[config.mk]
export PLATFORM = sky130hd
export DESIGN_NAME = grey_code_rx
export DESIGN_NICKNAME = d
export VERILOG_FILES = /design/src/rtl/grey_code_rx.sv
export SDC_FILE = /design/constraint.sdc
export NUM_CORES = 1
export LEC_CHECK = 0
export CAP_MARGIN = 25
export CORE_ASPECT_RATIO = 1.2
export CORE_MARGIN = 8
export CORE_UTILIZATION = 25
export CTS_CLUSTER_SIZE = 25
export DETAILED_ROUTE_END_ITERATION = 12
export PLACE_DENSITY = 0.45
export SYNTH_ARGS = -nofsm -noshare
export SYNTH_HDL_FRONTEND = slang
export SYNTH_SLANG_ARGS = --single-unit
export TNS_END_PERCENT = 50
[constraint.sdc]
create_clock -name clk -period 8.6 [get_ports clk]
set_clock_uncertainty 0.05 [all_clocks]
set_input_delay 2.15 -clock clk [delete_from_list [all_inputs] [get_ports clk]]
set_output_delay 2.15 -clock clk [all_outputs]
set_load 0.02 [all_outputs]
[src/rtl/grey_code_rx.sv]
// -----------------------------------------------------------------------------
// grey_code_rx
//   Receive side of the gray-code counter link. Samples a gray-coded bus driven
//   from another clock domain, passes every bit through a plain flop
//   synchroniser, decodes the synchronised value to binary, and classifies each
//   change as one step up, one step down, or an illegal transition.
//
//   Optional feature macro: GREY_RX_ERRCNT_EN
//     When defined, adds the err_cnt port: an 8-bit saturating count of err
//     pulses, cleared only by rst_n.
//
// Parameters
//   WIDTH        gray/binary bus width (>= 2)
//   SYNC_STAGES  synchroniser flops per bit (>= 2)
//
// Ports
//   clk      in   1      consumer-domain clock, all logic on posedge
//   rst_n    in   1      asynchronous active-low reset
//   grey     in   WIDTH  gray-coded count, asynchronous to clk
//   bin      out  WIDTH  binary of the last accepted sample
//   valid    out  1      high once the first sample has been loaded
//   step_up  out  1      1-cycle pulse, bin advanced by +1 (mod 2^WIDTH)
//   step_dn  out  1      1-cycle pulse, bin moved by -1 (mod 2^WIDTH)
//   err      out  1      1-cycle pulse, illegal transition (relocked)
//   err_cnt  out  8      saturating error count (GREY_RX_ERRCNT_EN only)
// -----------------------------------------------------------------------------
module grey_code_rx #(
  parameter int WIDTH       = 6,
  parameter int SYNC_STAGES = 2
) (
  input  logic             clk,
  input  logic             rst_n,
  input  logic [WIDTH-1:0] grey,
  output logic [WIDTH-1:0] bin,
  output logic             valid,
  output logic             step_up,
  output logic             step_dn,
`ifdef GREY_RX_ERRCNT_EN
  output logic             err,
  output logic [7:0]       err_cnt
`else
  output logic             err
`endif
);

  localparam int CNT_W = $clog2(SYNC_STAGES + 1);

  typedef enum logic [0:0] {
    ST_PRIME = 1'b0,
    ST_TRACK = 1'b1
  } state_t;

  // Gray to binary: each binary bit is the XOR of all gray bits at or above it.
  function automatic logic [WIDTH-1:0] gray2bin(input logic [WIDTH-1:0] g);
    logic [WIDTH-1:0] b;
    b[WIDTH-1] = g[WIDTH-1];
    for (int i = WIDTH - 2; i >= 0; i--) begin
      b[i] = b[i+1] ^ g[i];
    end
    return b;
  endfunction

  // True when exactly one bit of x is set (popcount == 1).
  function automatic logic one_hot(input logic [WIDTH-1:0] x);
    return (x != {WIDTH{1'b0}}) && ((x & (x - WIDTH'(1))) == {WIDTH{1'b0}});
  endfunction

  logic [WIDTH-1:0] sync_r [SYNC_STAGES];
  state_t           state_r;
  state_t           state_nxt_s;
  logic [CNT_W-1:0] prime_cnt_r;
  logic [CNT_W-1:0] prime_cnt_nxt_s;
  logic [WIDTH-1:0] g_q_r;
  logic [WIDTH-1:0] g_q_nxt_s;
  logic [WIDTH-1:0] bin_r;
  logic [WIDTH-1:0] bin_nxt_s;
  logic             valid_r;
  logic             valid_nxt_s;
  logic             step_up_r;
  logic             step_up_nxt_s;
  logic             step_dn_r;
  logic             step_dn_nxt_s;
  logic             err_r;
  logic             err_nxt_s;

  logic [WIDTH-1:0] samp_s;
  logic [WIDTH-1:0] dec_s;
  logic [WIDTH-1:0] diff_s;
  logic             one_bit_s;

  // Synchroniser chain: plain flops, no logic between stages.
  always_ff @(posedge clk or negedge rst_n) begin
    if (!rst_n) begin
      for (int i = 0; i < SYNC_STAGES; i++) begin
        sync_r[i] <= {WIDTH{1'b0}};
      end
    end else begin
      sync_r[0] <= grey;
      for (int i = 1; i < SYNC_STAGES; i++) begin
        sync_r[i] <= sync_r[i-1];
      end
    end
  end

  assign samp_s    = sync_r[SYNC_STAGES-1];
  assign dec_s     = gray2bin(samp_s);
  // Modular distance from the accepted value; +1 and -1 (all ones) are steps.
  assign diff_s    = dec_s - bin_r;
  assign one_bit_s = one_hot(samp_s ^ g_q_r);

  // Next-state and next-output logic for the prime/track FSM.
  always_comb begin
    state_nxt_s     = state_r;
    prime_cnt_nxt_s = prime_cnt_r;
    g_q_nxt_s       = g_q_r;
    bin_nxt_s       = bin_r;
    valid_nxt_s     = valid_r;
    step_up_nxt_s   = 1'b0;
    step_dn_nxt_s   = 1'b0;
    err_nxt_s       = 1'b0;
    case (state_r)
      ST_PRIME: begin
        // Wait until the synchroniser holds a post-reset sample, then load
        // it silently.
        if (prime_cnt_r == CNT_W'(SYNC_STAGES)) begin
          g_q_nxt_s   = samp_s;
          bin_nxt_s   = dec_s;
          valid_nxt_s = 1'b1;
          state_nxt_s = ST_TRACK;
        end else begin
          prime_cnt_nxt_s = prime_cnt_r + CNT_W'(1);
        end
      end
      ST_TRACK: begin
        if (samp_s != g_q_r) begin
          // Any change is accepted; illegal ones relock to the new value.
          g_q_nxt_s = samp_s;
          bin_nxt_s = dec_s;
          if (one_bit_s && (diff_s == WIDTH'(1))) begin
            step_up_nxt_s = 1'b1;
          end else if (one_bit_s && (diff_s == {WIDTH{1'b1}})) begin
            step_dn_nxt_s = 1'b1;
          end else begin
            err_nxt_s = 1'b1;
          end
        end else begin
          g_q_nxt_s = g_q_r;
        end
      end
      default: begin
        state_nxt_s     = ST_PRIME;
        prime_cnt_nxt_s = {CNT_W{1'b0}};
        valid_nxt_s     = 1'b0;
      end
    endcase
  end

  // FSM state, accepted sample and registered outputs.
  always_ff @(posedge clk or negedge rst_n) begin
    if (!rst_n) begin
      state_r     <= ST_PRIME;
      prime_cnt_r <= {CNT_W{1'b0}};
      g_q_r       <= {WIDTH{1'b0}};
      bin_r       <= {WIDTH{1'b0}};
      valid_r     <= 1'b0;
      step_up_r   <= 1'b0;
      step_dn_r   <= 1'b0;
      err_r       <= 1'b0;
    end else begin
      state_r     <= state_nxt_s;
      prime_cnt_r <= prime_cnt_nxt_s;
      g_q_r       <= g_q_nxt_s;
      bin_r       <= bin_nxt_s;
      valid_r     <= valid_nxt_s;
      step_up_r   <= step_up_nxt_s;
      step_dn_r   <= step_dn_nxt_s;
      err_r       <= err_nxt_s;
    end
  end

  assign bin     = bin_r;
  assign valid   = valid_r;
  assign step_up = step_up_r;
  assign step_dn = step_dn_r;
  assign err     = err_r;

`ifdef GREY_RX_ERRCNT_EN
  logic [7:0] err_cnt_r;

  // Saturating error counter, updated together with the err pulse.
  always_ff @(posedge clk or negedge rst_n) begin
    if (!rst_n) begin
      err_cnt_r <= 8'd0;
    end else if (err_nxt_s && (err_cnt_r != 8'hFF)) begin
      err_cnt_r <= err_cnt_r + 8'd1;
    end else begin
      err_cnt_r <= err_cnt_r;
    end
  end

  assign err_cnt = err_cnt_r;
`endif

endmodule

Yosys cells after proc, flatten, opt, wreduce, memory -nomap -nowiden
Cells that the tools add are included.

storage, ports and cells
  register bits = 31
  bits of input ports = 8
  output and inout bits = 10
  word-level logic and storage cells = 55

operators by class
  add/sub/neg operators = 3
  equal/unequal tests = 6
  mux-type cells = 19
  bitwise gates (word level) = 9
  reduce and logical (&&, ||, !) cells = 8

operators by type and width
  operator                                                                  count
  6-bit 2-to-1 mux                                                          4
  6-bit case mux with 2 select lines                                        2
  1-bit 2-to-1 mux                                                          13
  6-bit AND                                                                 1
  6-bit by 1-bit == test with 1-bit output (second input constant)          1
  6-bit == test (second input constant)                                     1
  6-bit zero test                                                           1
  6-bit inequality test                                                     1
  2-bit AND reduction                                                       3
  6-bit nonzero test                                                        1
  6-bit by 1-bit subtractor with 6-bit output (second input constant)       1
  6-bit subtractor                                                          1
  6-bit bitwise XOR                                                         1
  1-bit bitwise XOR                                                         5
  1-bit logical AND                                                         3
  2-bit by 1-bit adder with 2-bit output (second input constant)            1
  2-bit == test (second input constant)                                     1
  2-bit by 1-bit inequality test with 1-bit output (second input constant)  1
  2-bit inequality test (second input constant)                             1
  1-bit NOT                                                                 2

Longest topological paths before layout
Gate-level depths: netlist of the first run.

  depth in word-level cells = 12
  mapped depth = 11
  depth with buffers taken out = 11

Least setup slack after synthesis of the first run
OpenSTA, ideal clock, no wires.

  path type = register to register
  start point = register sync_r (netlist bit samp_s[4])
  end point = register err_r, in the netlist err
  setup time = 87 ps
  arrival time = 2,639 ps
  data required time = 8,463 ps
  setup slack = 5,824 ps
  cell stages (with the launch flop) = 12
  buffers on the path = 0
  clock period less this slack = 2,776 ps
  cells stage by stage = dfrtp_1 xor2_2 xnor2_2 xnor2_2 xor2_1 ha_1 nor2b_4 o2111ai_2 nand3b_1 xnor2_1 mux2_4 a211oi_2

on the way
  cells in the longest elaborated chain, start to end = 12
  elaborated cells on any way between the ends = 21
  those cells by class = add/sub: 2; eq/ne: 3; mux: 4; bitwise: 7; reduce/logical: 5

RTL lines
  element                           RTL line  text
  start: declaration                68        logic [WIDTH-1:0] sync_r [SYNC_STAGES];
  start signal: indexed assignment  95        sync_r[i] <= {WIDTH{1'b0}};
  start signal: indexed assignment  100       sync_r[i] <= sync_r[i-1];
  1-bit bitwise XOR (5 in series)   58        b[i] = b[i+1] ^ g[i];
  6-bit subtractor                  108       assign diff_s = dec_s - bin_r;
  6-bit == test                     141       end else if (one_bit_s && (diff_s == {WIDTH{1'b1}})) begin
  1-bit logical AND                 141
  1-bit 2-to-1 mux                  141
  1-bit 2-to-1 mux                  139       if (one_bit_s && (diff_s == WIDTH'(1))) begin
  1-bit 2-to-1 mux *                135       if (samp_s != g_q_r) begin
  1-bit 2-to-1 mux *                121       case (state_r)
  net err_nxt_s                     84        logic err_nxt_s;
  end signal: assignment            177       err_r <= err_nxt_s;
  end: declaration                  83        logic err_r;

Mark *: on every way through the listed nets, which the timed path passes. The rest lies on a longest branch.
A chain may end at the register's enable or synchronous reset.

==> results of run 1 <==
## power by group
part	internal (mW)	switching (mW)	total, mW
sequential	0.151	0.00700	0.158
combinational	0.0694	0.0773	0.147
clock	0.0644	0.0507	0.115
total	0.285	0.135	0.420
## area by class of cell
type                            instances  area, um2  share of cell area [%]
Clock buffer                            7       86.3                    4.63
Clock inverter                          1       5.00                   0.268
Inverter                               10       37.5                    2.01
Multi-Input combinational cell         83        706                    37.8
Sequential cell                        30        751                    40.2
Tap cell                               82        103                    5.50
Timing Repair Buffer                   18        178                    9.52
## how the worst min path moves through the flow
| stage | depth (start not counted) | to |
|---|---|---|
| after floorplan | 0 | samp_s[0]$_DFF_PN0_ |
| after global placement | 0 | samp_s[1]$_DFF_PN0_ |
| after detailed placement | 0 | samp_s[4]$_DFF_PN0_ |
| after CTS | 0 | samp_s[5]$_DFF_PN0_ |
| after global routing | 0 | samp_s[0]$_DFF_PN0_ |
| final | 0 | samp_s[4]$_DFF_PN0_ |
## stage by stage
stage	setup WS (ns)	total power, mW	utilization [%]	area (um2)	hold WS, ns
after floorplan	5.82	0.270	-	1510	0.281
after global placement	5.39	0.304	29.9	1770	0.283
after detailed placement	5.39	0.308	29.9	1770	0.285
after CTS	5.08	0.425	31.4	1870	0.300
after global routing	5.05	0.446	31.4	1870	0.309
final	5.10	0.420	31.4	1870	0.298
## cell usage in the layout (no fill, tap or decap), drive strengths merged, types with 4 or more instances in the layout
cell type	count
clkdlybuf4s50	17
nand3	4
nand2	7
a21oi	5
mux2	7
clkbuf	7
dfrtp	30
ha	7
xor2	4
xnor2	13
inv	10
## registers in the layout (all words and copies together), names as in the netlist
name,flops
step_up,1
step_dn,1
sync_r,6
prime_cnt_r,2
samp_s,6
bin,5
g_q_r,6
valid,1
err,1
state_r,1
## cell families after synthesis
| kind of cell | count (synthesis) | synth area share (%) |
|---|---|---|
| DFF | 30 | 49.7 |
| and+or+nand+nor | 29 | 11.1 |
| AOI/OAI and AO/OA | 20 | 10.0 |
| xor gates and xnor gates | 17 | 12.3 |
| buffers and inverters | 13 | 3.64 |
| muxes | 10 | 7.45 |
| adders and majority gates | 7 | 5.79 |
## layer usage
| metal | vias up | share of wire, % | GRT usage, % |
|---|---|---|---|
| met5 | - | 0 | 0 |
| met4 | 0 | 2.4 | 4.38 |
| met3 | 7 | 4.7 | 2.52 |
| met2 | 25 | 51 | 10.8 |
| met1 | 469 | 42 | 6.86 |
| li1 | 469 | - | - |
==> tab_implementation.tex, run 1 <==
\begin{tabular}{lr}
\hline
Metric & Value \\
\hline
\multicolumn{2}{l}{\textbf{Synthesis}} \\
\quad Synth area leader & sky130\_fd\_sc\_hd\_\_dfrtp\_1 \\
\quad Cell types with the largest area share after synthesis & sky130\_fd\_sc\_hd\_\_dfrtp\_1, sky130\_fd\_sc\_hd\_\_ha\_1, sky130\_fd\_sc\_hd\_\_xnor2\_1, sky130\_fd\_sc\_hd\_\_xnor2\_2, sky130\_fd\_sc\_hd\_\_mux2\_2 \\
\quad Async SR Flop Fraction & 100\% \\
\quad Sequential fraction of the synthesis area & 49.7\% \\
\quad Flops \& latches, synth & 30 \\
\quad Average cell area after synthesis & 12.0 um2 \\
\quad Net count of the mapped netlist & 141 \\
\quad Post-synth top flop & sky130\_fd\_sc\_hd\_\_dfrtp\_1 \\
\quad Most frequent cells after synthesis & sky130\_fd\_sc\_hd\_\_dfrtp\_1, sky130\_fd\_sc\_hd\_\_inv\_1, sky130\_fd\_sc\_hd\_\_xnor2\_1 \\
\quad Summed instance area of the synthesized netlist & 1510 um2 \\
\quad Synth unique cells & 41 \\
\quad Number of enable flip-flop cells after synthesis & 0 \\
\quad Gate count of the mapped netlist & 126 \\
\quad Top cell type's share of synthesized area & 49.7\% \\
\quad Dominant cell by count in the synthesized netlist & sky130\_fd\_sc\_hd\_\_dfrtp\_1 \\
\quad YS warnings & 0 \\
\multicolumn{2}{l}{\textbf{Detailed routing}} \\
\quad Average via count per standard cell & 4.20 \\
\quad Remaining antenna violation count after routing & 0 \\
\quad DRT iter0 DRCs & 66 \\
\quad WL per Instance & 11.3 um \\
\quad Total wire length & 2.62 mm \\
\quad DRT Pass-1 Iters & 4 \\
\quad DRC violations left & 0 \\
\quad Total via count in the routed design & 970 \\
\multicolumn{2}{l}{\textbf{Worst setup path}} \\
\quad Capturing element type of the critical path & output pin \\
\quad Crit path max-delay family & buffers and inverters \\
\quad Cells on worst reg2reg path & 11 \\
\quad Combined buffer and inverter count along the critical path & 1 \\
\quad Internal reg-to-reg setup slack & 5.52 ns \\
\quad Crit path largest cell delay & 0.63 ns \\
\quad Maximum fanout count along the critical path & 3 \\
\quad Reg2Reg Launch Point & samp\_s[4]\$\_DFF\_PN0\_ \\
\quad Source of the critical timing path & g\_q\_r[5]\$\_DFFE\_PN0P\_ \\
\quad Required time reported for the critical path endpoint & 6.40 ns \\
\quad Critical path data arrival time & 1.30 ns \\
\quad Crit path cell chain & clkdlybuf4s50\_1 \\
\quad Crit. path cell count & 1 \\
\quad Worst Setup Start Kind & flop \\
\quad Worst reg2reg endpoint & err\$\_DFF\_PN0\_ \\
\quad Capturing element of the worst setup path & bin[5] \\
\quad Category of the critical setup timing path & reg2out \\
\quad Cell with the largest stage delay on the worst path & sky130\_fd\_sc\_hd\_\_clkdlybuf4s50\_1 \\
\multicolumn{2}{l}{\textbf{Power}} \\
\quad Power per cell area & 225 nW/um2 \\
\quad Static Leak & 0.820 nW \\
\quad Max rail drop VDD & 0.0000985 V \\
\multicolumn{2}{l}{\textbf{Timing}} \\
\quad Setup Viol. Count Final & 0 \\
\quad Max-slew headroom at the worst pin & 59.6\% \\
\quad Final-report hold violation count & 0 \\
\quad Setup repair after global routing missed its margin & no \\
\quad Transition at the pin with the smallest max-transition slack & 0.606 ns \\
\quad Tcrit/Tclk final & 40.7\% \\
\quad Sum of negative setup slack & 0 ns \\
\quad Final number of max-transition violations & 0 \\
\quad Maximum frequency from static timing analysis & 286 MHz \\
\quad Final Critical Period & 3.50 ns \\
\multicolumn{2}{l}{\textbf{Layout}} \\
\quad Layout overhead on the synthesized area & 23.4\% \\
\quad Antenna cell count & 0 \\
\quad Count of fill cells added during filler insertion & 592 \\
\quad Fraction of layout cells with a size suffix above 1 & 17.4\% \\
\quad Nets & 163 \\
\quad Number of cells in the finished layout apart from fillers & 231 \\
\multicolumn{2}{l}{\textbf{Floorplan}} \\
\quad Die Footprint & 8800 um2 \\
\quad \# IOs & 18 \\
\quad Initial Utilization & 25.5\% \\
\quad Floorplan Core Area & 5930 um2 \\
\quad Row count & 31 \\
\quad Die H & 101 um \\
\quad Floorplan die width & 87.0 um \\
\multicolumn{2}{l}{\textbf{Global route}} \\
\quad Initial antenna violation count & 0 \\
\quad First-pass GRT wire length & 4.47 mm \\
\quad Maximum number of pins on one net before global-route repair & 31 \\
\quad Vias in the first global route & 965 \\
\quad Overall overflow remaining after global route & 0 \\
\quad GRT Overall Usage & 6.59\% \\
\multicolumn{2}{l}{\textbf{Clock tree}} \\
\quad H-tree depth & 2 \\
\quad Clock buffer depth & 2 \\
\quad Post-CTS setup-driven buffer insertion count & 0 \\
\quad Clock tree from TritonCTS & yes \\
\quad Clock tree root buffer cell & sky130\_fd\_sc\_hd\_\_clkbuf\_8 \\
\quad Cts bufs inserted & 5 \\
\quad Post-CTS Resized & 0 \\
\quad Latest clock arrival within the worst-skew pair & 0.28 ns \\
\quad Number of buffers inserted by hold repair at cts & 0 \\
\quad TritonCTS sink count & 30 \\
\quad Clock transition time at the flip-flop clock pins of the worst setup and hold paths & 0.06 ns \\
\multicolumn{2}{l}{\textbf{Place}} \\
\quad Placed Instances & 223 \\
\quad Routability congestion estimate from global placement & 0.721 \\
\quad Port Buffers & 17 \\
\quad Post-detailed-placement half-perimeter wirelength & 1.97 mm \\
\multicolumn{2}{l}{\textbf{Hold path}} \\
\quad Hold Startpoint & sync\_r[10]\$\_DFF\_PN0\_ \\
\quad Class of the tightest hold or removal check & reg2reg \\
\multicolumn{2}{l}{\textbf{Flow run}} \\
\quad Max-Cap Viols & 0 \\
\multicolumn{2}{l}{\textbf{Outcome}} \\
\quad Run status & completed \\
\hline
\end{tabular}
No activity file was read; power rests on OpenSTA's default activity.
==> run 2, diff against run 1 <==
Clock period 8.6 ns to 3.4 ns, I/O delays scaled along.
==> tab_implementation.tex, run 2 (synthesized netlist as in run 1, its figures left out) <==
\begin{tabular}{lr}
\hline
Metric & Value \\
\hline
\multicolumn{2}{l}{\textbf{Outcome}} \\
\quad Run status & completed (unchanged) \\
\multicolumn{2}{l}{\textbf{Place}} \\
\quad Routability congestion estimate from global placement & 0.745 (was 0.721) \\
\quad Placed Instances & 223 (unchanged) \\
\quad Post-detailed-placement half-perimeter wirelength & 2.11 mm (was 1.97 mm) \\
\quad Port Buffers & 17 (unchanged) \\
\multicolumn{2}{l}{\textbf{Global route}} \\
\quad Maximum number of pins on one net before global-route repair & 31 (unchanged) \\
\quad Vias in the first global route & 1,016 (was 965) \\
\quad GRT Overall Usage & 6.87\% (was 6.59\%) \\
\quad First-pass GRT wire length & 4.56 mm (was 4.47 mm) \\
\quad Initial antenna violation count & 0 (unchanged) \\
\quad Overall overflow remaining after global route & 0 (unchanged) \\
\multicolumn{2}{l}{\textbf{Detailed routing}} \\
\quad Total via count in the routed design & 950 (was 970) \\
\quad DRT Pass-1 Iters & 4 (unchanged) \\
\quad DRC violations left & 0 (unchanged) \\
\quad WL per Instance & 11.8 um (was 11.3 um) \\
\quad Average via count per standard cell & 4.11 (was 4.20) \\
\quad Remaining antenna violation count after routing & 0 (unchanged) \\
\quad Total wire length & 2.72 mm (was 2.62 mm) \\
\quad DRT iter0 DRCs & 44 (was 66) \\
\multicolumn{2}{l}{\textbf{Floorplan}} \\
\quad Row count & 31 (unchanged) \\
\quad Initial Utilization & 25.5\% (unchanged) \\
\quad Die Footprint & 8800 um2 (unchanged) \\
\quad Floorplan Core Area & 5930 um2 (unchanged) \\
\quad Die H & 101 um (unchanged) \\
\quad \# IOs & 18 (unchanged) \\
\quad Floorplan die width & 87.0 um (unchanged) \\
\multicolumn{2}{l}{\textbf{Flow run}} \\
\quad Max-Cap Viols & 0 (unchanged) \\
\multicolumn{2}{l}{\textbf{Timing}} \\
\quad Worst Hold Slack & 0.298 ns (about the same) \\
\quad Final Critical Period & 3.10 ns \\
\quad Tcrit/Tclk final & 91.2\% \\
\quad Transition at the pin with the smallest max-transition slack & 0.645 ns (was 0.606 ns) \\
\quad Maximum frequency from static timing analysis & 323 MHz \\
\quad Final-report hold violation count & 0 (unchanged) \\
\quad Setup Viol. Count Final & 0 (unchanged) \\
\quad Final number of max-transition violations & 0 (unchanged) \\
\quad Max-slew headroom at the worst pin & 57.0\% (was 59.6\%) \\
\quad Setup repair after global routing missed its margin & no (unchanged) \\
\quad Sum of negative setup slack & 0 ns (unchanged) \\
\multicolumn{2}{l}{\textbf{Worst setup path}} \\
\quad Category of the critical setup timing path & reg2reg (was reg2out) \\
\quad Source of the critical timing path & samp\_s[4]\$\_DFF\_PN0\_ (was g\_q\_r[5]\$\_DFFE\_PN0P\_) \\
\quad Cells on worst reg2reg path & 11 (unchanged) \\
\quad Internal reg-to-reg setup slack & 0.30 ns (was 5.52 ns) \\
\quad Worst reg2reg endpoint & err\$\_DFF\_PN0\_ (unchanged) \\
\quad Critical path data arrival time & 3.24 ns (was 1.30 ns) \\
\quad Worst Setup Start Kind & flop (unchanged) \\
\quad Capturing element of the worst setup path & err\$\_DFF\_PN0\_ (was bin[5]) \\
\quad Required time reported for the critical path endpoint & 3.54 ns (was 6.40 ns) \\
\quad Capturing element type of the critical path & flop (was output pin) \\
\quad Reg2Reg Launch Point & samp\_s[4]\$\_DFF\_PN0\_ (unchanged) \\
\quad Maximum fanout count along the critical path & 5 (was 3) \\
\multicolumn{2}{l}{\textbf{Clock tree}} \\
\quad Clock buffer depth & 2 (unchanged) \\
\quad TritonCTS sink count & 30 (unchanged) \\
\quad Post-CTS setup-driven buffer insertion count & 0 (unchanged) \\
\quad Post-CTS Resized & 0 (unchanged) \\
\quad Number of buffers inserted by hold repair at cts & 0 (unchanged) \\
\quad Clock transition time at the flip-flop clock pins of the worst setup and hold paths & 0.06 ns (about the same) \\
\quad Cts bufs inserted & 5 (unchanged) \\
\quad Clock tree root buffer cell & sky130\_fd\_sc\_hd\_\_clkbuf\_8 (unchanged) \\
\quad Clock tree from TritonCTS & yes (unchanged) \\
\quad Latest clock arrival within the worst-skew pair & 0.28 ns (about the same) \\
\quad H-tree depth & 2 (unchanged) \\
\multicolumn{2}{l}{\textbf{Hold path}} \\
\quad Hold path cells & 0 (unchanged) \\
\quad Class of the tightest hold or removal check & reg2reg (unchanged) \\
\multicolumn{2}{l}{\textbf{Layout}} \\
\quad Most used cells in the layout excluding fill and tap cells & sky130\_fd\_sc\_hd\_\_dfrtp\_1, sky130\_fd\_sc\_hd\_\_clkdlybuf4s50\_1, sky130\_fd\_sc\_hd\_\_inv\_1, sky130\_fd\_sc\_hd\_\_xnor2\_1 (unchanged) \\
\quad Nets & 163 (unchanged) \\
\quad Area used by multi-input combinational logic & 706 um2 (unchanged) \\
\quad Most common cell after layout, fill and taps aside & sky130\_fd\_sc\_hd\_\_dfrtp\_1 (unchanged) \\
\quad Number of cells in the finished layout apart from fillers & 231 (unchanged) \\
\quad Antenna cell count & 0 (unchanged) \\
\quad Storage cell area & 751 um2 (unchanged) \\
\quad Layout overhead on the synthesized area & 23.4\% (unchanged) \\
\quad Count of fill cells added during filler insertion & 590 (was 592) \\
\quad Fraction of layout cells with a size suffix above 1 & 17.4\% (unchanged) \\
\multicolumn{2}{l}{\textbf{Power}} \\
\quad Total chip power & 1.06 mW (was 420 uW) \\
\quad Power per cell area & 570 nW/um2 (was 225 nW/um2) \\
\quad Max rail drop VDD & 0.000216 V (was 0.0000985 V) \\
\quad Static Leak & 0.820 nW (unchanged) \\
\hline
\end{tabular}
## run 2: cell counts in the layout (fill, tap and decap cells not counted)
No cell type changed its count.
## run 2: worst max-delay path, stage by stage, from the launching register on
cell and delay (ns):
sky130_fd_sc_hd__dfrtp_1 0.42, sky130_fd_sc_hd__xor2_2 0.22, sky130_fd_sc_hd__xnor2_2 0.29, sky130_fd_sc_hd__xnor2_2 0.18
sky130_fd_sc_hd__xor2_1 0.27, sky130_fd_sc_hd__ha_1 0.36, sky130_fd_sc_hd__nor2b_4 0.07, sky130_fd_sc_hd__o2111ai_2 0.18
sky130_fd_sc_hd__nand3b_1 0.12, sky130_fd_sc_hd__xnor2_1 0.30, sky130_fd_sc_hd__mux2_4 0.34, sky130_fd_sc_hd__a211oi_2 0.22
## run 2: worst min-delay path by stage
stage / slack (ns) / to / from
after floorplan: 0.28 / samp_s[0]$_DFF_PN0_ / sync_r[6]$_DFF_PN0_
after global placement: 0.28 / samp_s[1]$_DFF_PN0_ / sync_r[7]$_DFF_PN0_
after detailed placement: 0.29 / samp_s[0]$_DFF_PN0_ / sync_r[6]$_DFF_PN0_
after CTS: 0.30 / samp_s[0]$_DFF_PN0_ / sync_r[6]$_DFF_PN0_
after global routing: 0.31 / samp_s[1]$_DFF_PN0_ / sync_r[7]$_DFF_PN0_
final: 0.30 / samp_s[0]$_DFF_PN0_ / sync_r[6]$_DFF_PN0_
## run 2: cell type report
class | instances | area share [%]
clock inverters | 1 | 0.268
repair buffers | 18 | 9.52
well taps | 82 | 5.50
multi-input cells | 83 | 37.8
clock buffers | 7 | 4.63
inverters | 10 | 2.01
flip-flops and latches | 30 | 40.2
## run 2: power breakdown
group	total [mW]	leakage, nW	internal (mW)	switching [mW]
clock network	0.288	0.0482	0.163	0.125
logic	0.374	0.427	0.176	0.199
registers	0.401	0.345	0.382	0.0188
## run 2: per-stage QoR
step | utilization, % | worst slack [ns] | area [um2]
after floorplan | - | 0.624 | 1510
after global placement | 29.9 | 0.458 | 1770
after detailed placement | 29.9 | 0.320 | 1770
after CTS | 31.4 | 0.301 | 1870
after global routing | 31.4 | 0.0873 | 1870
final | 31.4 | 0.301 | 1870
## run 2: metal layers
metal | track usage, % | share of wire [%] | up-vias
met4 | 3.98 | 2.3 | 0
met1 | 6.40 | 40 | 449
met3 | 3.25 | 5.9 | 7
met5 | 0 | 0 | -
met2 | 12.0 | 51 | 21
li1 | - | - | 473
